### src/rtl/vector_cmd_parser.sv
// vector_cmd_parser: assembles 4-byte UART vector packets into {cmd,x,y} entries,
// queues them in a FIFO and issues one jump/draw pulse per entry while the line
// drawer reports ready. Flags framing errors (sync_err) and dropped packets (overflow).
//
// Build option: define PARSER_TIMEOUT_EN to abort a partial packet after
// TIMEOUT_CYCLES idle clocks; left undefined, a partial packet waits indefinitely.
module vector_cmd_parser #(
    parameter int unsigned FIFO_DEPTH     = 16,
    parameter int unsigned TIMEOUT_CYCLES = 100000
) (
    input  logic                          clk,
    input  logic                          reset,
    input  logic                          rx_dv,
    input  logic [7:0]                    rx_byte,
    input  logic                          ready,
    output logic [11:0]                   x,
    output logic [11:0]                   y,
    output logic                          draw,
    output logic                          jump,
    output logic                          sync_err,
    output logic                          overflow,
    output logic [$clog2(FIFO_DEPTH):0]   fifo_count
);

    localparam int unsigned AW = $clog2(FIFO_DEPTH);
    localparam int unsigned CW = AW + 1;

    typedef enum logic [1:0] {StB0, StB1, StB2, StB3} state_e;

    // Parser state and partially assembled packet
    state_e      state_q;
    logic [1:0]  cmd_q;
    logic [11:0] pkt_x_q;
    logic [6:0]  pkt_yh_q;
    logic        sync_err_q;
    logic        timeout_hit;

    // FIFO: entry = {is_draw, x[11:0], y[11:0]}
    logic [24:0]   mem_q [FIFO_DEPTH];
    logic [AW-1:0] wr_ptr_q;
    logic [AW-1:0] rd_ptr_q;
    logic [CW-1:0] count_q;

    // Issue side
    logic [11:0] x_q;
    logic [11:0] y_q;
    logic        draw_q;
    logic        jump_q;
    logic        gap_q;
    logic        overflow_q;

    logic        pkt_done;
    logic        push_req;
    logic        fifo_full;
    logic        pop;
    logic        push;
    logic [24:0] pkt_entry;
    logic [24:0] head;

`ifdef PARSER_TIMEOUT_EN
    localparam int unsigned   TW       = $clog2(TIMEOUT_CYCLES + 1);
    localparam logic [TW-1:0] TimerMax = TW'(TIMEOUT_CYCLES - 1);

    logic [TW-1:0] timer_q;

    // Idle timer for a partial packet; saturates so a stall aborts only once
    always_ff @(posedge clk or negedge reset) begin
        if (!reset) begin
            timer_q <= '0;
        end else if (rx_dv) begin
            timer_q <= '0;
        end else if (state_q != StB0 && timer_q != TimerMax) begin
            timer_q <= timer_q + 1'b1;
        end
    end

    assign timeout_hit = !rx_dv && (state_q != StB0) && (timer_q == TimerMax);
`else
    logic unused_timeout_cfg;
    assign unused_timeout_cfg = ^TIMEOUT_CYCLES;
    assign timeout_hit        = 1'b0;
`endif

    // Packet parser FSM: advances on rx_dv, resynchronises on any sync-marked byte
    always_ff @(posedge clk or negedge reset) begin
        if (!reset) begin
            state_q    <= StB0;
            cmd_q      <= '0;
            pkt_x_q    <= '0;
            pkt_yh_q   <= '0;
            sync_err_q <= 1'b0;
        end else begin
            sync_err_q <= 1'b0;
            if (rx_dv) begin
                if (rx_byte[7]) begin
                    // A marker outside B0 means the previous packet was cut short
                    sync_err_q     <= (state_q != StB0);
                    cmd_q          <= rx_byte[6:5];
                    pkt_x_q[11:7]  <= rx_byte[4:0];
                    state_q        <= StB1;
                end else begin
                    unique case (state_q)
                        StB0: sync_err_q <= 1'b1;
                        StB1: begin
                            pkt_x_q[6:0] <= rx_byte[6:0];
                            state_q      <= StB2;
                        end
                        StB2: begin
                            pkt_yh_q <= rx_byte[6:0];
                            state_q  <= StB3;
                        end
                        StB3: state_q <= StB0;
                    endcase
                end
            end else if (timeout_hit) begin
                sync_err_q <= 1'b1;
                state_q    <= StB0;
            end
        end
    end

    // Push/pop decisions; a full FIFO still accepts when the head leaves on the same edge
    always_comb begin
        pkt_done  = rx_dv && !rx_byte[7] && (state_q == StB3);
        push_req  = pkt_done && !cmd_q[1];
        fifo_full = (count_q == CW'(FIFO_DEPTH));
        pop       = (count_q != '0) && ready && !gap_q;
        push      = push_req && (!fifo_full || pop);
        pkt_entry = {cmd_q[0], pkt_x_q, pkt_yh_q, rx_byte[6:2]};
        head      = mem_q[rd_ptr_q];
    end

    // FIFO storage; contents need no reset since the pointers define validity
    always_ff @(posedge clk) begin
        if (push) begin
            mem_q[wr_ptr_q] <= pkt_entry;
        end
    end

    // FIFO pointers and occupancy
    always_ff @(posedge clk or negedge reset) begin
        if (!reset) begin
            wr_ptr_q <= '0;
            rd_ptr_q <= '0;
            count_q  <= '0;
        end else begin
            if (push) begin
                wr_ptr_q <= wr_ptr_q + 1'b1;
            end
            if (pop) begin
                rd_ptr_q <= rd_ptr_q + 1'b1;
            end
            unique case ({push, pop})
                2'b10:   count_q <= count_q + 1'b1;
                2'b01:   count_q <= count_q - 1'b1;
                default: count_q <= count_q;
            endcase
        end
    end

    // Issue stage: one pulse per pop, then a dead cycle while the drawer drops ready
    always_ff @(posedge clk or negedge reset) begin
        if (!reset) begin
            x_q        <= '0;
            y_q        <= '0;
            draw_q     <= 1'b0;
            jump_q     <= 1'b0;
            gap_q      <= 1'b0;
            overflow_q <= 1'b0;
        end else begin
            draw_q     <= 1'b0;
            jump_q     <= 1'b0;
            gap_q      <= pop;
            overflow_q <= push_req && fifo_full && !pop;
            if (pop) begin
                x_q    <= head[23:12];
                y_q    <= head[11:0];
                draw_q <= head[24];
                jump_q <= !head[24];
            end
        end
    end

    assign x          = x_q;
    assign y          = y_q;
    assign draw       = draw_q;
    assign jump       = jump_q;
    assign sync_err   = sync_err_q;
    assign overflow   = overflow_q;
    assign fifo_count = count_q;

endmodule

### config.mk
export PLATFORM = sky130hd
export DESIGN_NAME = vector_cmd_parser
export DESIGN_NICKNAME = d
export VERILOG_FILES = /design/src/rtl/vector_cmd_parser.sv
export SDC_FILE = /design/constraint.sdc
export NUM_CORES = 1
export LEC_CHECK = 0
export ABC_AREA = 1
export CELL_PAD_IN_SITES_DETAIL_PLACEMENT = 1
export CELL_PAD_IN_SITES_GLOBAL_PLACEMENT = 2
export CORE_MARGIN = 1
export CORE_UTILIZATION = 35
export CTS_CLUSTER_DIAMETER = 150
export CTS_CLUSTER_SIZE = 8
export DETAILED_ROUTE_END_ITERATION = 7
export GPL_ROUTABILITY_DRIVEN = 0
export HOLD_SLACK_MARGIN = 0.05
export PLACE_DENSITY = 0.72
export SYNTH_ARGS = -nofsm -noshare
export SYNTH_HDL_FRONTEND = slang
export SYNTH_SLANG_ARGS = --single-unit
### constraint.sdc
create_clock -name clk -period 4.1 [get_ports clk]
set_input_delay 1.025 -clock clk [delete_from_list [all_inputs] [get_ports clk]]
set_output_delay 1.025 -clock clk [all_outputs]
set_load 0.005 [all_outputs]
==> reports/qor.txt, run 1 <==
Status: complete, no violations
Via count: 11476
Final Hold Viols: 0
Max Freq: 0.348 GHz
Crit path arrival time: 3.08 ns
Worst path cell trace: clkdlybuf4s50_1 -> inv_2 -> nor2_2 -> nand3_2 -> inv_1 -> and2_4 -> nand2_1 -> nor2_4 -> buf_4
Critical path type: primary input to flip-flop
Antenna Nets Post-Route: 0
Hold endpoint: cmd_q[1]
Worst Path Buf+Inv: 4
Hold WC Path Type: flip-flop to flip-flop
Effective utilization at floorplan: 0.356
RR Endpoint: x[11]
Initial antenna violation count: 0
Largest cells by area after synthesis: edfxtp_1 66%, dfrtp_1 8.9%, o21ai_0 6.2%, nor2_1 4.9%, o221ai_1 2.8%
Setup ws final: 1.23 ns
Root Buffer: clkbuf_16
Grt ovf: 0
Crit path time final: 2.87 ns
Post-synth ARST share: 0.140
Seq/Total Area, Yosys: 0.744
Drt first-iter violations: 874
DRC: 0
Worst vdd ir: 0.000441 V
Clock buffer count from CTS: 68
CTS clk-pin slew, worst paths: 0.05 ns
R2R cell count: 6
# rows: 83
Max-slew violations: 0
Layout Skew: 0.0196 ns
Post-CTS sizing: 0
Hold path cells: 2
Hold Startpoint: cmd_q[1]
Synthesized Nets: 1412
DRT Wirelength: 50.4 mm
Post-CTS Hold Buffers: 0
Fillers: 5356
Die Ht: 231 um
TritonCTS clock tree: done
Slowest stage delay, CP: 0.51 ns
RSZ-0062 raised after global routing: no
DP HPWL: 29.0 mm
Leading area contributor after synthesis: edfxtp_1
CORE AREA: 51500 um^2
Post-CTS Setup Inserts: 0
Final nets: 1472
R2R setup slack: 1.42 ns
Synthesized netlist cell count: 1393
Boundary Pins: 45
Final period util: 0.700
R2r startpoint: rd_ptr_q[1]
First-pass GRT wire length: 76.0 mm
GRT Overall Usage: 0.192
1st-pass router iterations: 8
Worst slew pin tran: 0.974 ns
Unique masters post-synth: 37
Setup-failing EPs final: 0
Data required, critical path: 4.31 ns
Vias per inst: 5.26
PortBufs: 44
Critical path startpoint category: primary input
Avg Cell Area, Syn: 13.2 um^2
Syn. warnings: 0
Final setup TNS: 0 ns
Clock tree buffer depth: 3
Vias in the first global route: 11923
Total Die Area: 53300 um^2
Post-Syn Area: 18300 um^2
Crit-path max FO: 25
Post-synth EDFFs: 400
Die Wd: 231 um
Pwr/cell area: 728 nW/um^2
Share of cells above drive strength 1: 0.101
Slowest-stage cell, CP: clkdlybuf4s50_1
Top delay family on crit path: buffers and inverters
Primary FF master, synth: edfxtp_1
CP endpoint kind: flip-flop
Area Overhead vs Synth: 17.6%
Largest net degree at the start of global routing: 169
Pleak: 7.33 nW
Seq cells post-synth: 465
H-tree levels: 3
Clock latency on the worst-skew pair: 0.58 ns
Area share of the leading cell type in the synthesized netlist: 0.655
CP Depth: 9
Max-slew headroom: 0.350
Hold_ws: 0.487 ns
Max_cap viols: 0
DR WL/cell: 23.1 um
Clock Sink Count: 465
DP Worst Slack: 0.635 ns
[report_power, final]
group          leakage, nW  switching, W  total [W]  internal, W
registers             4.40      0.000618    0.00629      0.00567
clock network        0.943       0.00201    0.00518      0.00317
logic                 1.99       0.00285    0.00422      0.00136
total                 7.33       0.00548     0.0157       0.0102
[tightest hold or removal path: stages, from the launching register on]
cell     delay (ns)
dfrtp_1        0.34
nand2_1        0.05
o21ai_0        0.06
[area by class of cell]
type	instances	area (um^2)	share of cell area
well taps	680	851	0.0395
flip-flops and latches	465	13600	0.633
multi-input cells	788	4140	0.192
clock inverters	6	60.1	0.00279
repair buffers	80	758	0.0352
inverters	50	191	0.00888
diodes	1	2.50	0.000116
clock buffers	113	1910	0.0887
[per-stage QoR]
| stage | cells | cell area [um^2] | power [W] | util |
|---|---|---|---|---|
| after floorplan | 1393 | 18300 | 0.00876 | - |
| after global placement | 2063 | 19600 | 0.0106 | 0.380 |
| after detailed placement | 2063 | 19600 | 0.0107 | 0.380 |
| after CTS | 2182 | 21600 | 0.0159 | 0.418 |
| after global routing | 2182 | 21600 | 0.0165 | 0.418 |
| final | 2183 | 21600 | 0.0157 | 0.419 |
[cells in the final DEF (no fill, tap or decap), types with 2 or more instances in the layout]
cell type and instances:
nor3_1 3, nor2_2 3, nor2_1 223, edfxtp_1 400, a21oi_1 43, clkbuf_1 43
ha_1 7, o21ai_1 12, inv_6 4, nand2_1 85, o21ai_0 227, inv_2 5
buf_4 33, nand3_1 35, buf_12 4, a31oi_1 22, xor2_1 8, nand3_4 2
nand2_8 2, clkbuf_16 70, o31ai_1 2, nand4_1 4, inv_1 42, clkdlybuf4s50_1 43
mux2i_1 4, o221ai_1 58, o211ai_1 3, o22ai_1 22, nor2_4 17, dfrtp_1 63
[worst max path at each step]
stage,from,endpoint
CTS,rx_dv,mem_q[0][1]
finish,rx_dv,mem_q[5][0]
floorplan,ready,mem_q[0][0]
global route,rx_dv,mem_q[14][3]
global placement,rx_dv,mem_q[14][10]
detailed placement,rx_dv,mem_q[0][4]
[state kept, by name (all words and copies together) (netlist names)]
name	flops
cmd_q	2
gap_q	1
state_q	2
sync_err	1
overflow	1
pkt_yh_q	7
draw	1
fifo_count	5
y	12
rd_ptr_q	4
wr_ptr_q	4
pkt_x_q	12
jump	1
mem_q	400
x	12
[kinds of logic (layout without fill, tap and decap cells)]
| group | after synthesis | after routing | share of synthesized area |
|---|---|---|---|
| AO/OA/AOI/OAI | 390 | 390 | 0.122 |
| XOR/XNOR | 8 | 8 | 0.00382 |
| adder cells (fa/ha/maj) | 7 | 7 | 0.00478 |
| buffers and inverters | 140 | 249 | 0.0367 |
| flip-flops | 465 | 465 | 0.744 |
| multiplexers | 4 | 4 | 0.00218 |
| other | 0 | 1 | 0 |
| AND/OR/NAND/NOR | 379 | 379 | 0.0862 |
[cells in the mapped netlist, types with 8 or more instances]
| cell type | number |
|---|---|
| edfxtp_1 | 400 |
| nor2_1 | 239 |
| o21ai_0 | 227 |
| nand2_1 | 85 |
| dfrtp_1 | 65 |
| o221ai_1 | 58 |
| a21oi_1 | 43 |
| inv_1 | 43 |
| clkbuf_1 | 39 |
| nand3_1 | 35 |
| buf_2 | 28 |
| a31oi_1 | 22 |
| o22ai_1 | 22 |
| o21ai_1 | 12 |
| buf_6 | 10 |
| buf_4 | 9 |
| xor2_1 | 8 |
[layer usage]
layer,wire [um],up-vias,global-route usage
li1,-,5253,-
met1,23100,5927,0.260
met2,24100,219,0.311
met3,2020,77,0.0306
met4,1170,0,0.0675
met5,0,-,0
No activity file was read; power rests on OpenSTA's default activity.
==> run 2, diff against run 1 <==
Clock period 4.1 ns to 2.8 ns, I/O delays scaled along.
==> run 2 against run 1 <==
Design area rose by 2.6%. Largest power group unchanged. Sequential share of layout area fell by 1.6 points. Total power rose by 50%. Combinational power rose by 61%. Hold slack got worse by 0.37 ns.
==> reports/qor.txt, run 2 (same netlist as run 1, synthesis figures left out) <==
Crit path arrival time: 1.64 ns
Data required, critical path: 2.10 ns
Via count: 11767
Share of cells above drive strength 1: 0.118
Root Buffer: clkbuf_16
Number of flip-flops in the largest register: 400
Final nets: 1503
Max_cap viols: 0
PortBufs: 44
H-tree levels: 3
Top delay family on crit path: buffers and inverters
Layout Cells excl Fill: 2219
1st-pass router iterations: 5
CTS clk-pin slew, worst paths: 0.05 ns
DR WL/cell: 23.4 um
Crit-path max FO: 6
Clock Sink Count: 465
Pwr/cell area: 1070 nW/um^2
Pleak: 7.58 nW
Worst path cell trace: clkdlybuf4s50_1
Hold WC Path Type: primary input to asynchronous set/reset pin
Post-CTS Hold Buffers: 0
Worst vdd ir: 0.000400 V
Setup-failing EPs final: 0
Drt first-iter violations: 965
Post-CTS Setup Inserts: 0
R2R cell count: 8
Status: complete, no violations
Effective utilization at floorplan: 0.356
Final setup TNS: 0 ns
Critical path startpoint category: flip-flop
Worst Path Buf+Inv: 1
Slowest stage delay, CP: 0.56 ns
Cell area after layout: 22100 um^2
Clock latency on the worst-skew pair: 0.59 ns
Vias in the first global route: 12356
Grt ovf: 0
RSZ-0062 raised after global routing: no
Final period util: 0.836
Max-slew headroom: 0.432
Die Ht: 231 um
Clock tree buffer depth: 3
Area Overhead vs Synth: 20.7%
Commonest non-fill, non-tap cell in the layout: edfxtp_1
Top reg by flops: mem_q
Fillers: 5349
Initial antenna violation count: 1
R2r startpoint: rd_ptr_q[0]
Critical path type: flip-flop to output pin
Clock buffer count from CTS: 68
Placed inst area: 20100 um^2
Commonest cells after routing, fill and taps aside: 400 x edfxtp_1, 227 x o21ai_0, 223 x nor2_1, 85 x nand2_1, 70 x clkbuf_16
TritonCTS clock tree: done
Die Wd: 231 um
DRT Wirelength: 51.8 mm
CP endpoint kind: output pin
Post-CTS sizing: 0
RR Endpoint: y[0]
Final Hold Viols: 0
Antenna fix cells: 0
Antenna Nets Post-Route: 0
CORE AREA: 51500 um^2
R2R setup slack: 0.59 ns
Boundary Pins: 45
Largest net degree at the start of global routing: 83
Max-slew violations: 0
Placed Cells: 2094
Layout Skew: 0.0219 ns
# rows: 83
DRC: 0
Worst slew pin tran: 0.851 ns
Vias per inst: 5.30
GRT Overall Usage: 0.200
DP HPWL: 31.3 mm
Max Freq: 0.427 GHz
Slowest-stage cell, CP: clkdlybuf4s50_1
Total Die Area: 53300 um^2
Crit path time final: 2.34 ns
First-pass GRT wire length: 79.1 mm
run 2: changes by cell type in the layout (fill, tap and decap cells not counted):
cell | before | now
buf_12 | 4 | 29
buf_4 | 33 | 39
clkbuf_1 | 43 | 49
diode_2 | 1 | 0
run 2: worst max path at each step:
stage | from | endpoint | slack (ns) | cells after the start
after floorplan | ready | mem_q[0][0] | -0.15 | 8
after global placement | rx_dv | mem_q[4][16] | -0.03 | 9
after detailed placement | ready | mem_q[4][17] | -0.10 | 9
after CTS | fifo_count[0] | fifo_count[0] | 0.42 | 1
after global routing | rx_dv | mem_q[4][19] | 0.37 | 9
final | fifo_count[0] | fifo_count[0] | 0.46 | 1
run 2: report_power, final:
group | switching [W] | internal, W
Combinational | 0.00452 | 0.00227
Sequential | 0.000827 | 0.00831
Clock | 0.00298 | 0.00467
run 2: routing by layer:
| metal | up-vias | share of wire | track usage |
|---|---|---|---|
| met2 | 284 | 0.46 | 0.313 |
| met4 | 2 | 0.019 | 0.0511 |
| li1 | 5331 | - | - |
| met5 | - | 0.00025 | 0 |
| met1 | 6070 | 0.47 | 0.283 |
| met3 | 80 | 0.056 | 0.0394 |
run 2: per-stage QoR:
| stage | hold WS, ns | utilization | worst slack, ns | power, W |
|---|---|---|---|---|
| 2_1_floorplan | 0.404 | - | -0.153 | 0.0128 |
| 3_3_place_gp | 0.476 | 0.391 | -0.0337 | 0.0159 |
| 3_5_place_dp | 0.486 | 0.391 | -0.102 | 0.0160 |
| 4_1_cts | 0.118 | 0.430 | 0.420 | 0.0238 |
| 5_1_grt | 0.133 | 0.430 | 0.366 | 0.0248 |
| 6_report | 0.115 | 0.430 | 0.460 | 0.0236 |
run 2: area by class of cell:
type,instances,area (um^2),share of cell area
clock buffers,119,1940,0.0875
multi-input cells,788,4140,0.187
flip-flops and latches,465,13600,0.617
clock inverters,6,60.1,0.00271
inverters,50,191,0.00865
repair buffers,111,1300,0.0589
well taps,680,851,0.0385
